File: config.mk
export PLATFORM = sky130hd
export DESIGN_NAME = xor_check_decoder
export DESIGN_NICKNAME = d
export VERILOG_FILES = /design/src/rtl/xor_check_pkg.sv /design/src/rtl/xor_check_syndrome.sv /design/src/rtl/xor_check_decoder.sv
export SDC_FILE = /design/constraint.sdc
export NUM_CORES = 1
export LEC_CHECK = 0
export BUFFER_PORTS_ARGS = -buffer_cell sky130_fd_sc_hd__buf_2
export CAP_MARGIN = 20
export CORE_MARGIN = 2
export CORE_UTILIZATION = 30
export DETAILED_ROUTE_END_ITERATION = 10
export PLACE_DENSITY_LB_ADDON = 0.15
export REMOVE_ABC_BUFFERS = 1
export SYNTH_ARGS = -nofsm -noshare
export SYNTH_HDL_FRONTEND = slang
export SYNTH_SLANG_ARGS = --single-unit
File: constraint.sdc
create_clock -name clk -period 2 [get_ports clk]
set_input_delay 0.4 -clock clk [delete_from_list [all_inputs] [get_ports clk]]
set_output_delay 0.4 -clock clk [all_outputs]
set_load 0.01 [all_outputs]
File: src/rtl/xor_check_pkg.sv
// xor_check_pkg: tap positions, default widths and check-bit function for the XOR check code.
package xor_check_pkg;
  localparam int TAP_A = 0;
  localparam int TAP_B = 1;
  localparam int TAP_C = 5;
  localparam int TAP_D = 6;
  localparam int DATA_W_DEF = 20;
  localparam int CHK_W_DEF = 10;
  localparam int CNT_W_DEF = 16;
  // Only the low four check bits carry code; the rest are always zero.
  function automatic logic [3:0] calc_check(input logic [TAP_D:0] d);
    logic p;
    logic q;
    p = d[TAP_C] ^ d[TAP_D];
    q = d[TAP_A] ^ d[TAP_B] ^ p;
    return {p, p, q, q};
  endfunction
endpackage

File: src/rtl/xor_check_syndrome.sv
// xor_check_syndrome: recomputes check bits from data and compares them against the received vector.
module xor_check_syndrome
  import xor_check_pkg::*;
#(
  parameter int DATA_W = DATA_W_DEF,
  parameter int CHK_W  = CHK_W_DEF
) (
  input  logic [DATA_W-1:0] data_i,
  input  logic [CHK_W-1:0]  chk_i,
  output logic [CHK_W-1:0]  syndrome_o,
  output logic              err_o
);
  logic [CHK_W-1:0] exp_chk;
  logic             unused_data;
  assign unused_data = ^data_i;
  always_comb begin
    exp_chk      = '0;
    exp_chk[3:0] = calc_check(data_i[TAP_D:0]);
  end
  assign syndrome_o = exp_chk ^ chk_i;
  assign err_o      = |syndrome_o;
endmodule

File: src/rtl/xor_check_decoder.sv
// xor_check_decoder: 2-stage valid/ready check decoder with saturating error counter.
// Define XOR_CHECK_FIRSTERR_EN to add capture of the first erroneous output word.
module xor_check_decoder
  import xor_check_pkg::*;
#(
  parameter int DATA_W = DATA_W_DEF,
  parameter int CHK_W  = CHK_W_DEF,
  parameter int CNT_W  = CNT_W_DEF
) (
  input  logic              clk,
  input  logic              rst_n,
  input  logic              in_valid,
  output logic              in_ready,
  input  logic [DATA_W-1:0] in_data,
  input  logic [CHK_W-1:0]  in_chk,
  output logic              out_valid,
  input  logic              out_ready,
  output logic [DATA_W-1:0] out_data,
  output logic [CHK_W-1:0]  out_syndrome,
  output logic              out_err,
  input  logic              clr_count,
  output logic [CNT_W-1:0]  err_count
`ifdef XOR_CHECK_FIRSTERR_EN
  ,
  output logic              first_err_valid,
  output logic [DATA_W-1:0] first_err_data,
  output logic [CHK_W-1:0]  first_err_syn
`endif
);
  logic              s1_v_q, s1_v_d, s2_v_q, s2_v_d, s2_err_q, s2_err_d;
  logic [DATA_W-1:0] s1_data_q, s1_data_d, s2_data_q, s2_data_d;
  logic [CHK_W-1:0]  s1_chk_q, s1_chk_d, s2_syn_q, s2_syn_d;
  logic [CNT_W-1:0]  cnt_q, cnt_d;
  logic              adv1, adv2, in_fire, out_fire, s2_load, syn_err;
  logic [CHK_W-1:0]  syn;
  assign adv2     = ~s2_v_q | out_ready;
  assign adv1     = ~s1_v_q | adv2;
  assign in_ready = adv1;
  assign in_fire  = in_valid & adv1;
  assign s2_load  = adv2 & s1_v_q;
  assign out_fire = s2_v_q & out_ready;
  xor_check_syndrome #(.DATA_W(DATA_W), .CHK_W(CHK_W)) u_syn (
    .data_i    (s1_data_q),
    .chk_i     (s1_chk_q),
    .syndrome_o(syn),
    .err_o     (syn_err)
  );
  // Payload registers load only on a real transfer, so idle-bus garbage never propagates.
  always_comb begin
    s1_v_d    = adv1 ? in_valid : s1_v_q;
    s1_data_d = in_fire ? in_data : s1_data_q;
    s1_chk_d  = in_fire ? in_chk : s1_chk_q;
    s2_v_d    = adv2 ? s1_v_q : s2_v_q;
    s2_data_d = s2_load ? s1_data_q : s2_data_q;
    s2_syn_d  = s2_load ? syn : s2_syn_q;
    s2_err_d  = s2_load ? syn_err : s2_err_q;
    cnt_d     = clr_count ? '0 : (out_fire & s2_err_q & ~&cnt_q) ? cnt_q + CNT_W'(1) : cnt_q;
  end
  always_ff @(posedge clk or negedge rst_n) begin
    if (!rst_n) begin
      s1_v_q    <= 1'b0;
      s1_data_q <= '0;
      s1_chk_q  <= '0;
      s2_v_q    <= 1'b0;
      s2_data_q <= '0;
      s2_syn_q  <= '0;
      s2_err_q  <= 1'b0;
      cnt_q     <= '0;
    end else begin
      s1_v_q    <= s1_v_d;
      s1_data_q <= s1_data_d;
      s1_chk_q  <= s1_chk_d;
      s2_v_q    <= s2_v_d;
      s2_data_q <= s2_data_d;
      s2_syn_q  <= s2_syn_d;
      s2_err_q  <= s2_err_d;
      cnt_q     <= cnt_d;
    end
  end
  assign out_valid    = s2_v_q;
  assign out_data     = s2_data_q;
  assign out_syndrome = s2_syn_q;
  assign out_err      = s2_err_q;
  assign err_count    = cnt_q;
`ifdef XOR_CHECK_FIRSTERR_EN
  logic              fe_v_q, fe_v_d, fe_cap;
  logic [DATA_W-1:0] fe_data_q, fe_data_d;
  logic [CHK_W-1:0]  fe_syn_q, fe_syn_d;
  assign fe_cap = out_fire & s2_err_q & ~fe_v_q & ~clr_count;
  always_comb begin
    fe_v_d    = clr_count ? 1'b0 : fe_cap ? 1'b1 : fe_v_q;
    fe_data_d = clr_count ? '0 : fe_cap ? s2_data_q : fe_data_q;
    fe_syn_d  = clr_count ? '0 : fe_cap ? s2_syn_q : fe_syn_q;
  end
  always_ff @(posedge clk or negedge rst_n) begin
    if (!rst_n) begin
      fe_v_q    <= 1'b0;
      fe_data_q <= '0;
      fe_syn_q  <= '0;
    end else begin
      fe_v_q    <= fe_v_d;
      fe_data_q <= fe_data_d;
      fe_syn_q  <= fe_syn_d;
    end
  end
  assign first_err_valid = fe_v_q;
  assign first_err_data  = fe_data_q;
  assign first_err_syn   = fe_syn_q;
`endif
endmodule
==> flow_summary.json, run 1 <==
{
  "fp-row-count": 38,
  "syn_to_final_growth_pct": 28.05,
  "swShare_pct": 25.86,
  "multiInputGateArea_um2": 1340,
  "fp.dieW_um": 110.2,
  "synth.most_common_cell": "dfrtp_1",
  "finalCritPeriodShare_pct": 94.10,
  "max_freq_mhz": 531.3,
  "grt_pass1_wl_um": 11700,
  "fin_nets": 385,
  "status": "complete, but fails checks",
  "yosys-top-cells-count": "79 x dfrtp_1, 63 x mux2_2, 18 x nand2_1, 11 x a21oi_1, 9 x nor2_1",
  "maxSlewViolCount": 0,
  "path_max_fanout": 7,
  "ys.flop_type": "dfrtp_1",
  "yosysUniqueCellTypes": 38,
  "regArea_um2": 1977,
  "finalHoldViolations": 7,
  "drtIter0Drc": 108,
  "wire_per_inst_um": 14.51,
  "path_class": "reg -> reg",
  "synth-seq-cells": 79,
  "switching_power_w": 0.001191,
  "antennaDiodeCount": 0,
  "ios": 84,
  "hold_class": "in -> async",
  "tns_ps": 0,
  "die_h_um": 110.2,
  "cp-start-kind": "flop",
  "required_ps": 2250,
  "path_clk_slew_ps": 60,
  "synth_edf_count": 0,
  "setup_viol": 0,
  "p_per_area_nw_per_um2": 1062,
  "drc": 0,
  "relSlewSlack_pct": 64.48,
  "wirelength_um": 7167,
  "synth_top_cell_by_area": "dfrtp_1",
  "worst_pin_slew_ps": 531.0,
  "worst_clock_skew_ps": 7.899,
  "cts_setup_buffers": 0,
  "yosysTopAreaCellShare_pct": 58.39,
  "antenna_found_initial": 0,
  "worstSkewPairLatency_ps": 330,
  "clock_sinks": 79,
  "firstDrtPassIters": 4,
  "peakVddDrop_v": 0.0005917,
  "cts_buffers": 9,
  "post_synth_main_area_contributors": "dfrtp_1 58%, mux2_2 21%, nand2_1 2.0%",
  "globalRouteTotalUtil_pct": 12.64,
  "holdWs_ps": -13.02,
  "vias": 2345,
  "cts_tree": "built",
  "crit_arrival_ps": 2140,
  "syn_inst": 258,
  "leakagePower_nw": 1.984,
  "h-tree-depth": 3,
  "syn_area_um2": 3386,
  "async_reset_ff_share_pct": 100.0,
  "start_util_pct": 30.96,
  "antenna_left": 0,
  "p_total_w": 0.004605,
  "overflow": 0,
  "avgSynthCellArea_um2": 13.12,
  "portBuffers": 83,
  "crit_path_end_kind": "flop",
  "ctsResizeCount": 0,
  "ys_seq_area_share_pct": 58.39,
  "grt_pass1_vias": 2387,
  "dp_hpwl_um": 4948,
  "gp_congestion": 0.8773,
  "comb_power_share_pct": 18.1,
  "fin_crit_ps": 1882,
  "rsz0062_at_grt": "no",
  "fill_cells": 1113,
  "grt_start_max_net_pins": 40,
  "viasPerCell": 4.747,
  "cap_violations": 0,
  "clockBufferDepth": 2,
  "power_frac_seq_pct": 43.8,
  "violations": "negative hold slack",
  "internal_power_w": 0.003414,
  "core_area_um2": 10940,
  "die_area_um2": 12150,
  "ctsHoldBuffers": 0,
  "p_clk_share_pct": 38.1,
  "yosysWarnings": 0,
  "drive_above_1_share_pct": 49.15,
  "cts_root_buf": "clkbuf_16"
}
==> metal layers <==
metal	up-vias	global-route usage (%)	part of all wire [%]	wire, um
li1	1103	-	-	-
met1	1167	15.66	44	3171
met2	66	20.07	46	3323
met3	9	5.409	8.3	593
met4	0	3.750	1.1	79
met5	-	0	0	0
==> cells by family (layout without fill, tap and decap cells) <==
kind of cell	Yosys count	after routing	synth area share [%]
flops	79	79	58.39
mux	65	65	21.54
simple gates	63	63	10.53
compound gates	30	30	5.321
buf+inv	13	109	2.033
xor+xnor	7	7	1.811
fa+ha+maj	1	1	0.3695
==> registers in the layout (all words and copies together), names as in the netlist <==
register	flops
s1_chk_q	10
out_syndrome	10
out_valid	1
out_err	1
s1_data_q	20
err_count	16
out_data	20
s1_v_q	1
==> worst max-delay path: stages (launching register included) <==
cell	delay (ps)
dfrtp_1	420
ha_1	220
and3_4	200
nor3b_2	190
buf_4	160
or4_1	460
a21oi_1	150
==> cell type report <==
| cell class | count | area share (%) |
|---|---|---|
| Timing Repair Buffer | 91 | 11.89 |
| Tap cell | 140 | 4.040 |
| Clock inverter | 6 | 2.107 |
| Sequential cell | 79 | 45.60 |
| Inverter | 2 | 0.1732 |
| Clock buffer | 10 | 5.281 |
| Multi-Input combinational cell | 166 | 30.91 |
==> metrics by stage <==
step | area, um^2 | worst slack (ps) | instances | util (%)
6_report | 4335 | 118.0 | 494 | 39.65
5_1_grt | 4335 | 18.76 | 494 | 39.65
4_1_cts | 4335 | 123.3 | 494 | 39.65
3_5_place_dp | 4015 | 149.4 | 478 | 36.72
3_3_place_gp | 4015 | 174.9 | 478 | 36.72
2_1_floorplan | 3324 | 116.3 | 247 | -
==> cells in the final DEF (no fill, tap or decap), types with 6 or more instances in the layout <==
| cell type | count |
|---|---|
| nor2b_1 | 6 |
| buf_2 | 82 |
| clkbuf_16 | 9 |
| nor2_1 | 9 |
| mux2_2 | 63 |
| xnor2_1 | 6 |
| dfrtp_1 | 79 |
| a21oi_1 | 11 |
| o21ai_0 | 7 |
| buf_4 | 6 |
| nand2_1 | 18 |
==> path summary, 6_finish.rpt <==
kind / startpoint / to / slack [ps] / cells past startpoint
worst max-delay path: err_count[1] / err_count[15] / 120 / 6
worst min-delay path: rst_n / err_count[14] / -10 / 1
worst max register to register: err_count[1] / err_count[15] / 120 / 6
worst min register to register: out_syndrome[0] / out_syndrome[0] / 480 / 2
max in group asynchronous: rst_n / out_data[16] / 1450 / 2
min in group clk: in_valid / s1_v_q / 290 / 2
==> power by group through the flow <==
stage | Clock (W) | Sequential [W] | Combinational, W
global route | 0.00189 | 0.00205 | 0.000924
global placement | 0 | 0.00203 | 0.000848
detailed placement | 0 | 0.00205 | 0.000854
floorplan | 0 | 0.00211 | 0.000394
finish | 0.00176 | 0.00202 | 0.000832
CTS | 0.00183 | 0.00202 | 0.000854
(Power assumes the default switching activity.)
==> run 2, diff against run 1 <==
--- a/config.mk
+++ b/config.mk
@@ -5,7 +5,7 @@
 export SDC_FILE = /design/constraint.sdc
 export NUM_CORES = 1
 export LEC_CHECK = 0
-export BUFFER_PORTS_ARGS = -buffer_cell sky130_fd_sc_hd__buf_2
+export BUFFER_PORTS_ARGS = -buffer_cell sky130_fd_sc_hd__clkbuf_2
 export CAP_MARGIN = 20
 export CORE_MARGIN = 2
 export CORE_UTILIZATION = 30
==> run 2 against run 1 <==
Sequential power hardly changed. Clock skew decreased by 2.1 ps. Hold slack better by 36 ps. Sequential cell count unchanged. Utilization down 0.30 points. Final area decreased by 0.75%. Clock power is 11% lower. The flow now finishes without violations. Largest power group unchanged. Highest routed layer unchanged. Count of clock-buffer cells in the layout rose by 1. Non-clock buffer count is 1 higher. Register-to-register slack is essentially flat. Wire length decreased by 0.54%.
==> flow_summary.json, run 2 (synthesis results as in run 1) <==
{
  "peakVddDrop_v": 0.0006722,
  "wirelength_um": 7128,
  "multiInputGateArea_um2": 1340,
  "gp_congestion": 0.7780,
  "portBuffers": 83,
  "max_freq_mhz": 529.5,
  "die_area_um2": 12150,
  "final_cell_mix": "82 x clkbuf_2, 79 x dfrtp_1, 63 x mux2_2",
  "wire_per_inst_um": 14.43,
  "final_cell_count_no_fill": 494,
  "status": "complete, no violations",
  "die_h_um": 110.2,
  "cts_tree": "built",
  "firstDrtPassIters": 4,
  "vias": 2344,
  "path_max_fanout": 7,
  "relSlewSlack_pct": 66.21,
  "dp_hpwl_um": 4996,
  "crit_arrival_ps": 2130,
  "antenna_found_initial": 0,
  "fp-row-count": 38,
  "rsz0062_at_grt": "no",
  "antenna_left": 0,
  "crit_path_end_kind": "flop",
  "setup_viol": 0,
  "cts_setup_buffers": 0,
  "fill_cells": 1084,
  "fp.dieW_um": 110.2,
  "placed_cell_area_um2": 4023,
  "tns_ps": 0,
  "syn_to_final_growth_pct": 27.09,
  "regArea_um2": 1977,
  "critPathMaxStageDelay_ps": 460,
  "maxSlewViolCount": 0,
  "crit_chain": "ha_1, and3_4, nor3b_2, buf_4, or4_1, a21oi_1",
  "drtIter0Drc": 94,
  "p_per_area_nw_per_um2": 1027,
  "ios": 84,
  "cts_buffers": 9,
  "cap_violations": 0,
  "clock_sinks": 79,
  "start_util_pct": 30.96,
  "fin_crit_ps": 1889,
  "path_class": "reg -> reg",
  "globalRouteTotalUtil_pct": 12.88,
  "overflow": 0,
  "ctsHoldBuffers": 0,
  "dp.cells": 479,
  "leakagePower_nw": 1.967,
  "grt_start_max_net_pins": 36,
  "finalCritPeriodShare_pct": 94.43,
  "grt_pass1_vias": 2331,
  "core_area_um2": 10940,
  "ctsResizeCount": 0,
  "required_ps": 2240,
  "worstSkewPairLatency_ps": 330,
  "cts_root_buf": "clkbuf_16",
  "holdWs_ps": 23.37,
  "worst_clock_skew_ps": 5.770,
  "grt_pass1_wl_um": 11730,
  "cp_slowest_cell": "or4_1",
  "path_clk_slew_ps": 60,
  "final_common_cell": "clkbuf_2",
  "hold_class": "in -> async",
  "h-tree-depth": 3,
  "fin_nets": 386,
  "viasPerCell": 4.745,
  "antennaDiodeCount": 0,
  "finalHoldViolations": 0,
  "drive_above_1_share_pct": 48.87,
  "cp-start-kind": "flop",
  "fin_area_um2": 4303,
  "clockBufferDepth": 2,
  "drc": 0,
  "worst_pin_slew_ps": 505.1
}
-- run 2: cell count changes in the layout (fill, tap and decap cells not counted), sizes merged --
cell	change
clkinvlp	+1
buf	-81
inv	-2
bufinv	-1
clkbuf	+83
-- run 2: path summary, 6_finish.rpt --
kind / start / end / slack [ps] / depth (start not counted)
worst max-delay path: err_count[1] / err_count[13] / 110 / 6
min in group clk: in_valid / s1_v_q / 280 / 2
worst min-delay path: rst_n / err_count[14] / 20 / 1
worst max register to register: err_count[1] / err_count[13] / 110 / 6
max in group asynchronous: rst_n / s1_data_q[16] / 1410 / 2
worst min register to register: out_syndrome[1] / out_syndrome[1] / 480 / 2
-- run 2: final cells by class --
cell class | count | share of cell area [%]
Sequential cell | 79 | 45.94
Multi-Input combinational cell | 166 | 31.14
Timing Repair Buffer | 92 | 12.15
Clock buffer | 11 | 5.409
Tap cell | 140 | 4.071
Clock inverter | 4 | 1.105
Inverter | 2 | 0.1745
-- run 2: power by group --
part / internal (W) / switching [W]
logic: 0.000440 / 0.000391
registers: 0.00187 / 0.000148
clock network: 0.000956 / 0.000613
total: 0.00327 / 0.00115
-- run 2: through the flow --
step	utilization, %	power, W	setup WS (ps)
final	39.35	0.004420	111.3
after global routing	39.35	0.004681	25.59
after CTS	39.35	0.004519	111.5
after detailed placement	36.78	0.002907	137.7
after global placement	36.78	0.002888	160.0
after floorplan	-	0.002509	116.3
-- run 2: worst max-delay path, delay by kind of cell, from the launching register on --
kind            cells  cell delay, ps
compound gates      1             150
buf+inv             1             160
simple gates        3             860
fa+ha+maj           1             210
flops               1             420
-- run 2: per-layer routing --
layer	track usage, %	vias up	wire length [um]
met3	6.055	8	599
met5	0	-	0
li1	-	1108	-
met1	15.92	1158	3089
met2	19.94	70	3339
met4	4.196	0	99
==> run 3, diff against run 2 <==
--- a/config.mk
+++ b/config.mk
@@ -10,7 +10,7 @@
 export CORE_MARGIN = 2
 export CORE_UTILIZATION = 30
 export DETAILED_ROUTE_END_ITERATION = 10
-export PLACE_DENSITY_LB_ADDON = 0.15
+export PLACE_DENSITY = 0.54
 export REMOVE_ABC_BUFFERS = 1
 export SYNTH_ARGS = -nofsm -noshare
 export SYNTH_HDL_FRONTEND = slang
==> run 3 against run 2 <==
Critical path depth stayed put. Final area is 1.1% higher. First-iteration DRC count is 20% higher. Sequential share of layout area is 0.52 points lower. Largest power group unchanged. Utilization is 0.45 points higher. Combinational power is 1% higher. Sequential power hardly changed. Hold slack worse by 14 ps. Non-clock buffer count stayed put. Register-to-register slack better by 20 ps.
==> flow_summary.json, run 3 (synthesis results as in run 1) <==
{
  "status": "complete, no violations",
  "cts_buffers": 9,
  "final.setup.worst_slack_ps": 134.3,
  "hold_class": "in -> async",
  "worst_pin_slew_ps": 462.5,
  "cts_root_buf": "clkbuf_16",
  "maxSlewViolCount": 0,
  "reg2reg_to": "err_count[15]",
  "cap_violations": 0,
  "antenna_left": 0,
  "h-tree-depth": 3,
  "path_max_fanout": 10,
  "wirelength_um": 7357,
  "fin_util_pct": 39.79,
  "grt_pass1_vias": 2387,
  "crit_path_end_kind": "flop",
  "syn_to_final_growth_pct": 28.53,
  "ios": 84,
  "holdWs_ps": 9.076,
  "final_common_cell": "clkbuf_2",
  "rrSetupSlack_ps": 130,
  "antenna_found_initial": 0,
  "leakagePower_nw": 2.005,
  "drive_above_1_share_pct": 49.58,
  "vias": 2357,
  "max_freq_mhz": 536.0,
  "crit_chain": "ha_1, and3_4, nor3b_4, buf_4, or4_1, a21oi_1",
  "die_area_um2": 12150,
  "dp_hpwl_um": 5050,
  "reg2reg_depth": 6,
  "fp-row-count": 38,
  "relSlewSlack_pct": 69.17,
  "required_ps": 2260,
  "antennaDiodeCount": 0,
  "setup_viol": 0,
  "finalCritPeriodShare_pct": 93.29,
  "finalHoldViolations": 0,
  "overflow": 0,
  "cts_tree": "built",
  "portBuffers": 83,
  "firstDrtPassIters": 4,
  "clock_sinks": 79,
  "post-place-ws_ps": -40.68,
  "grt_start_max_net_pins": 50,
  "critPathMaxStageDelay_ps": 460,
  "core_area_um2": 10940,
  "start_util_pct": 30.96,
  "final_cell_mix": "82 x clkbuf_2, 79 x dfrtp_1, 63 x mux2_2",
  "worst_clock_skew_ps": 6.398,
  "fin_crit_ps": 1866,
  "crit_arrival_ps": 2130,
  "grt_pass1_wl_um": 11790,
  "gp_congestion": 0.8127,
  "fp.dieW_um": 110.2,
  "crit_buf_inv": 1,
  "reg2reg_from": "err_count[1]",
  "wire_per_inst_um": 14.86,
  "crit_path_start": "err_count[1]",
  "p_per_area_nw_per_um2": 1061,
  "viasPerCell": 4.762,
  "fill_cells": 1082,
  "worstSkewPairLatency_ps": 340,
  "path_clk_slew_ps": 60,
  "die_h_um": 110.2,
  "cp_top_family": "simple AND/OR/NAND/NOR gates",
  "cp-start-kind": "flop",
  "clockBufferDepth": 2,
  "fin_nets": 386,
  "drc": 0,
  "rsz0062_at_grt": "no",
  "tns_ps": 0,
  "path_class": "reg -> reg",
  "globalRouteTotalUtil_pct": 13.12,
  "drtIter0Drc": 113,
  "peakVddDrop_v": 0.0005060,
  "cp_slowest_cell": "or4_1"
}
==> run 3: worst reg2reg max path: stages (launching register included) <==
cell and delay (ps):
dfrtp_1 420, ha_1 220, and3_4 200, nor3b_4 190
buf_4 150, or4_1 460, a21oi_1 150
==> run 3: worst max path at each step <==
stage,end,slack [ps],cells past startpoint
after floorplan,out_data[0],120,3
after global placement,err_count[0],50,5
after detailed placement,err_count[0],-40,5
after CTS,err_count[0],140,5
after global routing,err_count[14],30,5
final,err_count[15],130,6
==> run 3: repair_timing <==
item / CTS / global route
buffers inserted: 0 / 1
resized for setup: 1 / 0
endpoints found under the setup margin: 1 / 1
hold buffers: 0 / 0
pin swaps: 0 / 0
==> run 3: layer usage <==
| layer | global-route usage (%) | vias to the layer above | routed length [um] |
|---|---|---|---|
| met4 | 6.696 | 0 | 146 |
| met2 | 20.55 | 82 | 3429 |
| met1 | 15.47 | 1147 | 3133 |
| li1 | - | 1118 | - |
| met3 | 5.409 | 10 | 648 |
| met5 | 0 | - | 0 |
==> run 3: final cells by class <==
class	instances	area [um^2]	share of cell area [%]
clock inverters	7	97.59	2.243
flip-flops and latches	79	1977	45.43
multi-input cells	166	1346	30.94
repair buffers	92	523.0	12.02
inverters	2	7.507	0.1725
well taps	140	175.2	4.025
clock buffers	9	225.2	5.175
==> run 3: stage by stage <==
step | cell area (um^2) | power, W | std cells
6_report | 4352 | 0.004619 | 495
5_1_grt | 4352 | 0.004883 | 495
4_1_cts | 4344 | 0.004704 | 494
3_5_place_dp | 4015 | 0.002916 | 478
3_3_place_gp | 4015 | 0.002890 | 478
2_1_floorplan | 3324 | 0.002509 | 247
==> run 3: report_power, final <==
part | total (W) | leakage, nW | internal [W] | switching (W)
Sequential | 0.00202 | 0.956 | 0.00187 | 0.000149
Clock | 0.00176 | 0.152 | 0.00109 | 0.000666
Combinational | 0.000840 | 0.897 | 0.000443 | 0.000397
